[src/rtl/disparo_pkg.sv]
// Shared types for the firing scheduler of the timed Petri net engine.
// FSM states, error codes and request-source encoding.
package disparo_pkg;

    typedef enum logic [1:0] {
        IDLE  = 2'b00,
        ISSUE = 2'b01,
        WAIT  = 2'b10
    } state_t;

    typedef enum logic {
        SRC_COLA = 1'b0,
        SRC_AUTO = 1'b1
    } src_t;

    localparam logic [1:0] ERR_NONE     = 2'b00;
    localparam logic [1:0] ERR_NO_SENS  = 2'b01;
    localparam logic [1:0] ERR_OVERFLOW = 2'b10;
    localparam logic [1:0] ERR_TIMEOUT  = 2'b11;

endpackage

[src/rtl/cola_disparos.sv]
// Request FIFO for bus-issued firings; show-ahead read of the oldest entry.
// Depth must be a power of two so the pointers wrap by overflow.
module cola_disparos #(
    parameter int DEPTH = 4,
    parameter int WIDTH = 3
) (
    input  logic                       clk,
    input  logic                       rst,
    input  logic                       push,
    input  logic                       pop,
    input  logic [WIDTH-1:0]           din,
    output logic [WIDTH-1:0]           dout,
    output logic                       full,
    output logic                       empty,
    output logic [$clog2(DEPTH):0]     count
);

    localparam int PW = $clog2(DEPTH);
    localparam int CW = PW + 1;
    localparam logic [CW-1:0] CNT_FULL = CW'(DEPTH);

    logic [WIDTH-1:0] mem_q [DEPTH];
    logic [WIDTH-1:0] mem_d [DEPTH];
    logic [PW-1:0]    wr_ptr_q, wr_ptr_d;
    logic [PW-1:0]    rd_ptr_q, rd_ptr_d;
    logic [CW-1:0]    count_q, count_d;
    logic             do_push, do_pop;

    assign full  = (count_q == CNT_FULL);
    assign empty = (count_q == '0);
    assign count = count_q;
    assign dout  = mem_q[rd_ptr_q];

    assign do_push = push && !full;
    assign do_pop  = pop && !empty;

    always_comb begin
        mem_d    = mem_q;
        wr_ptr_d = wr_ptr_q;
        rd_ptr_d = rd_ptr_q;
        count_d  = count_q;
        if (do_push) begin
            mem_d[wr_ptr_q] = din;
            wr_ptr_d        = wr_ptr_q + 1'b1;
        end
        if (do_pop) begin
            rd_ptr_d = rd_ptr_q + 1'b1;
        end
        if (do_push && !do_pop) begin
            count_d = count_q + 1'b1;
        end else if (do_pop && !do_push) begin
            count_d = count_q - 1'b1;
        end
    end

    always_ff @(posedge clk) begin
        if (rst) begin
            wr_ptr_q <= '0;
            rd_ptr_q <= '0;
            count_q  <= '0;
        end else begin
            wr_ptr_q <= wr_ptr_d;
            rd_ptr_q <= rd_ptr_d;
            count_q  <= count_d;
        end
    end

    always_ff @(posedge clk) begin
        mem_q <= mem_d;
    end

endmodule

[src/rtl/disparo_scheduler.sv]
// Issues one firing at a time to the Petri net engine, alternating between
// queued bus requests and automatic transitions, and reports errors/interrupts.
module disparo_scheduler
    import disparo_pkg::*;
#(
    parameter int cant_transiciones      = 8,
    parameter int bits_cant_transiciones = 3,
    parameter int tamano_cola            = 4,
    parameter int timeout_ciclos         = 255
) (
    input  logic                              Bus2IP_Clk,
    input  logic                              Bus2IP_Reset,
    input  logic                              req_valid,
    input  logic [bits_cant_transiciones-1:0] req_trans,
    output logic                              req_ready,
    input  logic [cant_transiciones-1:0]      t_automatica,
    input  logic [cant_transiciones-1:0]      t_sensibilizadas,
    input  logic [cant_transiciones-1:0]      t_intr,
    output logic                              fire_start,
    output logic [bits_cant_transiciones-1:0] fire_trans,
    input  logic                              fire_done,
    input  logic                              fire_ok,
    output logic                              Interrupt,
    input  logic                              intr_clr,
    output logic [1:0]                        err_code,
    input  logic                              err_clr,
    output logic                              busy
);

    localparam int B  = bits_cant_transiciones;
    localparam int CW = $clog2(tamano_cola) + 1;
    localparam logic [CW-1:0] Q_FULL  = CW'(tamano_cola);
    localparam logic [7:0]    TIMEOUT = 8'(timeout_ciclos);

    state_t         state_q, state_d;
    src_t           last_src_q, last_src_d;
    logic [B-1:0]   fire_trans_q, fire_trans_d;
    logic           fire_start_q, fire_start_d;
    logic [7:0]     cnt_q, cnt_d;
    logic           intr_q, intr_d;
    logic [1:0]     err_q, err_d;

    logic [B-1:0]   q_dout;
    logic           q_full, q_empty, q_pop;
    logic [CW-1:0]  q_count;

    logic [cant_transiciones-1:0] cand;
    logic [B-1:0]   auto_idx;
    logic           auto_hit;
    logic           has_q, take_cola;
    logic           intr_set;
    logic [1:0]     err_new, err_base;

    cola_disparos #(
        .DEPTH (tamano_cola),
        .WIDTH (B)
    ) u_cola (
        .clk   (Bus2IP_Clk),
        .rst   (Bus2IP_Reset),
        .push  (req_valid),
        .pop   (q_pop),
        .din   (req_trans),
        .dout  (q_dout),
        .full  (q_full),
        .empty (q_empty),
        .count (q_count)
    );

    assign req_ready  = (q_count != Q_FULL);
    assign fire_start = fire_start_q;
    assign fire_trans = fire_trans_q;
    assign Interrupt  = intr_q;
    assign err_code   = err_q;
    assign busy       = (state_q != IDLE);

    // Descending scan so the lowest set index is the one left standing.
    always_comb begin
        cand     = t_automatica & t_sensibilizadas;
        auto_hit = 1'b0;
        auto_idx = '0;
        for (int i = cant_transiciones - 1; i >= 0; i--) begin
            if (cand[i]) begin
                auto_hit = 1'b1;
                auto_idx = B'(i);
            end
        end
    end

    assign has_q     = !q_empty;
    assign take_cola = (has_q && auto_hit) ? (last_src_q == SRC_AUTO) : has_q;

    always_comb begin
        state_d      = state_q;
        last_src_d   = last_src_q;
        fire_trans_d = fire_trans_q;
        fire_start_d = 1'b0;
        cnt_d        = cnt_q;
        q_pop        = 1'b0;
        intr_set     = 1'b0;
        err_new      = ERR_NONE;
        unique case (state_q)
            IDLE: begin
                if (has_q || auto_hit) begin
                    state_d      = ISSUE;
                    fire_start_d = 1'b1;
                    q_pop        = take_cola;
                    last_src_d   = take_cola ? SRC_COLA : SRC_AUTO;
                    fire_trans_d = take_cola ? q_dout : auto_idx;
                end
            end
            ISSUE: begin
                state_d = WAIT;
                cnt_d   = '0;
            end
            WAIT: begin
                cnt_d = cnt_q + 1'b1;
                if (fire_done) begin
                    state_d = IDLE;
                    if (fire_ok) begin
                        intr_set = t_intr[fire_trans_q];
                    end else begin
                        err_new = ERR_NO_SENS;
                    end
                end else if (cnt_d == TIMEOUT) begin
                    state_d = IDLE;
                    err_new = ERR_TIMEOUT;
                end
            end
            default: begin
                state_d = IDLE;
            end
        endcase
        if (err_new == ERR_NONE && req_valid && q_full) begin
            err_new = ERR_OVERFLOW;
        end
    end

    // A set in the same cycle as a clear takes precedence over the clear.
    assign err_base = err_clr ? ERR_NONE : err_q;
    assign err_d    = (err_base == ERR_NONE) ? err_new : err_base;
    assign intr_d   = intr_set || (intr_q && !intr_clr);

    always_ff @(posedge Bus2IP_Clk) begin
        if (Bus2IP_Reset) begin
            state_q      <= IDLE;
            last_src_q   <= SRC_AUTO;
            fire_trans_q <= '0;
            fire_start_q <= 1'b0;
            cnt_q        <= '0;
            intr_q       <= 1'b0;
            err_q        <= ERR_NONE;
        end else begin
            state_q      <= state_d;
            last_src_q   <= last_src_d;
            fire_trans_q <= fire_trans_d;
            fire_start_q <= fire_start_d;
            cnt_q        <= cnt_d;
            intr_q       <= intr_d;
            err_q        <= err_d;
        end
    end

endmodule

[config.mk]
export PLATFORM = sky130hd
export DESIGN_NAME = disparo_scheduler
export DESIGN_NICKNAME = d
export VERILOG_FILES = /design/src/rtl/disparo_pkg.sv /design/src/rtl/cola_disparos.sv /design/src/rtl/disparo_scheduler.sv
export SDC_FILE = /design/constraint.sdc
export NUM_CORES = 1
export LEC_CHECK = 0
export BUFFER_PORTS_ARGS = -buffer_cell sky130_fd_sc_hd__buf_2
export CELL_PAD_IN_SITES_DETAIL_PLACEMENT = 1
export CELL_PAD_IN_SITES_GLOBAL_PLACEMENT = 1
export CORE_ASPECT_RATIO = 2
export CORE_MARGIN = 10
export CORE_UTILIZATION = 43
export CTS_BUF_LIST = sky130_fd_sc_hd__clkbuf_8
export DETAILED_ROUTE_END_ITERATION = 8
export GPL_TIMING_DRIVEN = 0
export PLACE_DENSITY_LB_ADDON = 0.1
export SKIP_LAST_GASP = 1
export SYNTH_ARGS = -nofsm -noshare
export SYNTH_HDL_FRONTEND = slang
export SYNTH_SLANG_ARGS = --single-unit
[constraint.sdc]
create_clock -name Bus2IP_Clk -period 3.2 [get_ports Bus2IP_Clk]
set_input_delay 0.64 -clock Bus2IP_Clk [delete_from_list [all_inputs] [get_ports Bus2IP_Clk]]
set_output_delay 0.64 -clock Bus2IP_Clk [all_outputs]
set_load 0.005 [all_outputs]
==> flow_summary.ini <==
[outcome]
status = finished clean

[final_layout]
nNetsFinal = 302
final_cells = 311
areaGrowthSynthToFinish_pct = 18.3
n_antenna_cell = 0
drive_gt1_frac = 0.238
fill_cells = 569
final_area_um2 = 2360
ff_latch_area_um2 = 861
multi_input_area_um2 = 1060
utilization = 0.518

[timing]
max_freq_mhz = 368
timing.hold.ws_ns = 0.469
max_slew.worst_pin.slew_ns = 0.568
fin_crit_ns = 2.72
tns_ns = 0
post-route-worst-setup-slack_ns = 0.484
rsz0062_at_grt = false
finalCritPeriodShare = 0.849
slew_viol_final = 0
setup-violations-final = 0
relSlewSlack = 0.621
skew_ns = 0.0116
hold_viol_final = 0

[worst_hold_path]
hold_path.class = reg -> reg
min_from = Interrupt

[routing]
viasPerCell = 5.34
wl_per_cell_um = 16.1
dr.first_iter.drc_count = 57
postRouteAntennaNets = 0
wl_mm = 4.99
drc = 0
first_pass_iters = 4
vias = 1660

[die]
initial_core_util = 0.438
core_region_area_um2 = 4550
fp.dieW_um = 68.1
die_y_um = 116
fp-row-count = 35
dieArea_um2 = 7920
num_io_pins = 43

[synth]
synthFlopType = dfxtp_1
yosysTopAreaCell = dfxtp_1
yosysMostFrequentCell = nand2_1
synth-warning-count = 0
syn_avg_cell_area_um2 = 9.63
synth_top_area_share = 0.251
ys_top_cells_by_count = 26 x nand2_1, 25 x dfxtp_1, 24 x nor2_1
ys_seq_area_frac = 0.432
synth_area_um2 = 1990
synth_edf_count = 12
async_flop_share = 0
synth-seq-cells = 37
synth_area_leaders = dfxtp_1 25%, edfxtp_1 18%, ha_1 6.9%
ys_types = 48
synth_cells = 207
synth_nets = 253

[power_and_ir_drop]
vdd_drop_max_mv = 0.464
power_density_nw_per_um2 = 625
fin_total_pwr_mw = 1.47
power.leakage_nw = 0.988

[clock_tree]
post-cts-setup-buffers = 0
cts_num_sinks = 37
cts_inserted_buffers = 5
clock_path_buffers = 2
cts_tree = yes
cts_resized = 0
htree_levels = 2
clk_latency_ns = 0.28
cts.root.buffer_cell = clkbuf_8
cts_hold_buf = 0
path_clk_slew_ns = 0.07

[grt]
use_met3 = 0.0250
met1_usage = 0.115
grt_antenna_before_repair = 0
grt_max_degree = 11
gr-total-overflow = 0
grt_usage = 0.135
grt_pass1_vias = 1784
top_usage_layer = met2
grt_pass1_wl_mm = 8.18
met2_usage = 0.282

[setup_path]
worstSetupStartpoint = t_automatica[5]
endpoint_kind = flip-flop
cp_max_fo = 6
cp.arrival_ns = 2.93
crit_type = in -> reg
cp.required_ns = 3.41
r2r-start = u_cola.count[0]
critPathLaunchType = input pin

[placement]
dpl_cell_area_um2 = 2270
pre_cts_ws_ns = 0.127
dp.cells = 304
routabilityCongestion = 0.762
portBuffers = 42
hpwl_mm = 4.17

[job]
cap_violations = 0
==> per-layer routing <==
metal  wire length, um  vias to the layer above
met2              3090                       19
li1                  -                      834
met1              1700                      801
met4                66                        0
met3               138                        6
met5                 0                        -
==> registers in the layout, summed over array words and instances (netlist names) <==
| name | cells |
|---|---|
| Interrupt | 1 |
| cnt_q | 8 |
| err_code | 2 |
| fire_start | 1 |
| fire_trans | 3 |
| last_src_q | 1 |
| state_q | 2 |
| u_cola.count | 3 |
| u_cola.mem_q | 12 |
| u_cola.rd_ptr_q | 2 |
| u_cola.wr_ptr_q | 2 |
==> final cells by class <==
class                      count  area share
buffer                         8      0.0164
tap                           55      0.0292
clock buffer                   6      0.0350
clock inverter                 1     0.00159
multi-input combinational    152       0.448
timing repair buffer          42      0.0891
sequential                    37       0.365
inverter                      10      0.0159
==> kinds of logic after synthesis <==
kind of cell / share of synthesized area
xor gates and xnor gates: 0.0264
buffers and inverters: 0.0383
and+or+nand+nor: 0.214
DFF: 0.432
muxes: 0.0923
adders and majority gates: 0.0791
AOI/OAI and AO/OA: 0.118
==> placed cells by master (no fill, tap or decap), types with 2 or more instances in the layout <==
cell type  count
edfxtp_1      12
nor2_1        24
mux4_2         5
and2_1         2
o21ai_0        3
nor2b_1        2
mux2i_1        6
nand2b_1       4
clkbuf_8       6
dfxtp_1       25
a21oi_1       13
inv_1         11
clkbuf_1       6
a211oi_1       3
nand4_1        2
ha_1          11
a22oi_1        4
and3_1         6
xor2_1         5
nand2_1       26
nand3_1        6
nor3_1         5
buf_2         42
==> power breakdown <==
group	total, mW	leakage (nW)	internal (mW)	switching [mW]
Clock	0.320	0.0485	0.168	0.153
Combinational	0.530	0.625	0.251	0.278
Sequential	0.624	0.314	0.564	0.0600
Total	1.47	0.988	0.983	0.491
==> critical path, stage by stage <==
cell and delay (ns):
buf_2 0.11, a22oi_1 0.29, and4_1 0.29, o21ba_2 0.13
clkbuf_1 0.27, nand2_1 0.18, ha_1 0.26, inv_1 0.07
fa_1 0.17, xor2_1 0.07, or3_1 0.30, a21oi_1 0.13
==> final timing paths <==
check	endpoint	cells past startpoint	slack [ns]
min	Interrupt	2	0.47
max	u_cola.count[2]	12	0.48
max reg2reg	u_cola.count[2]	10	0.57
min reg2reg	Interrupt	2	0.47
Power figures use the tool's default switching activity.
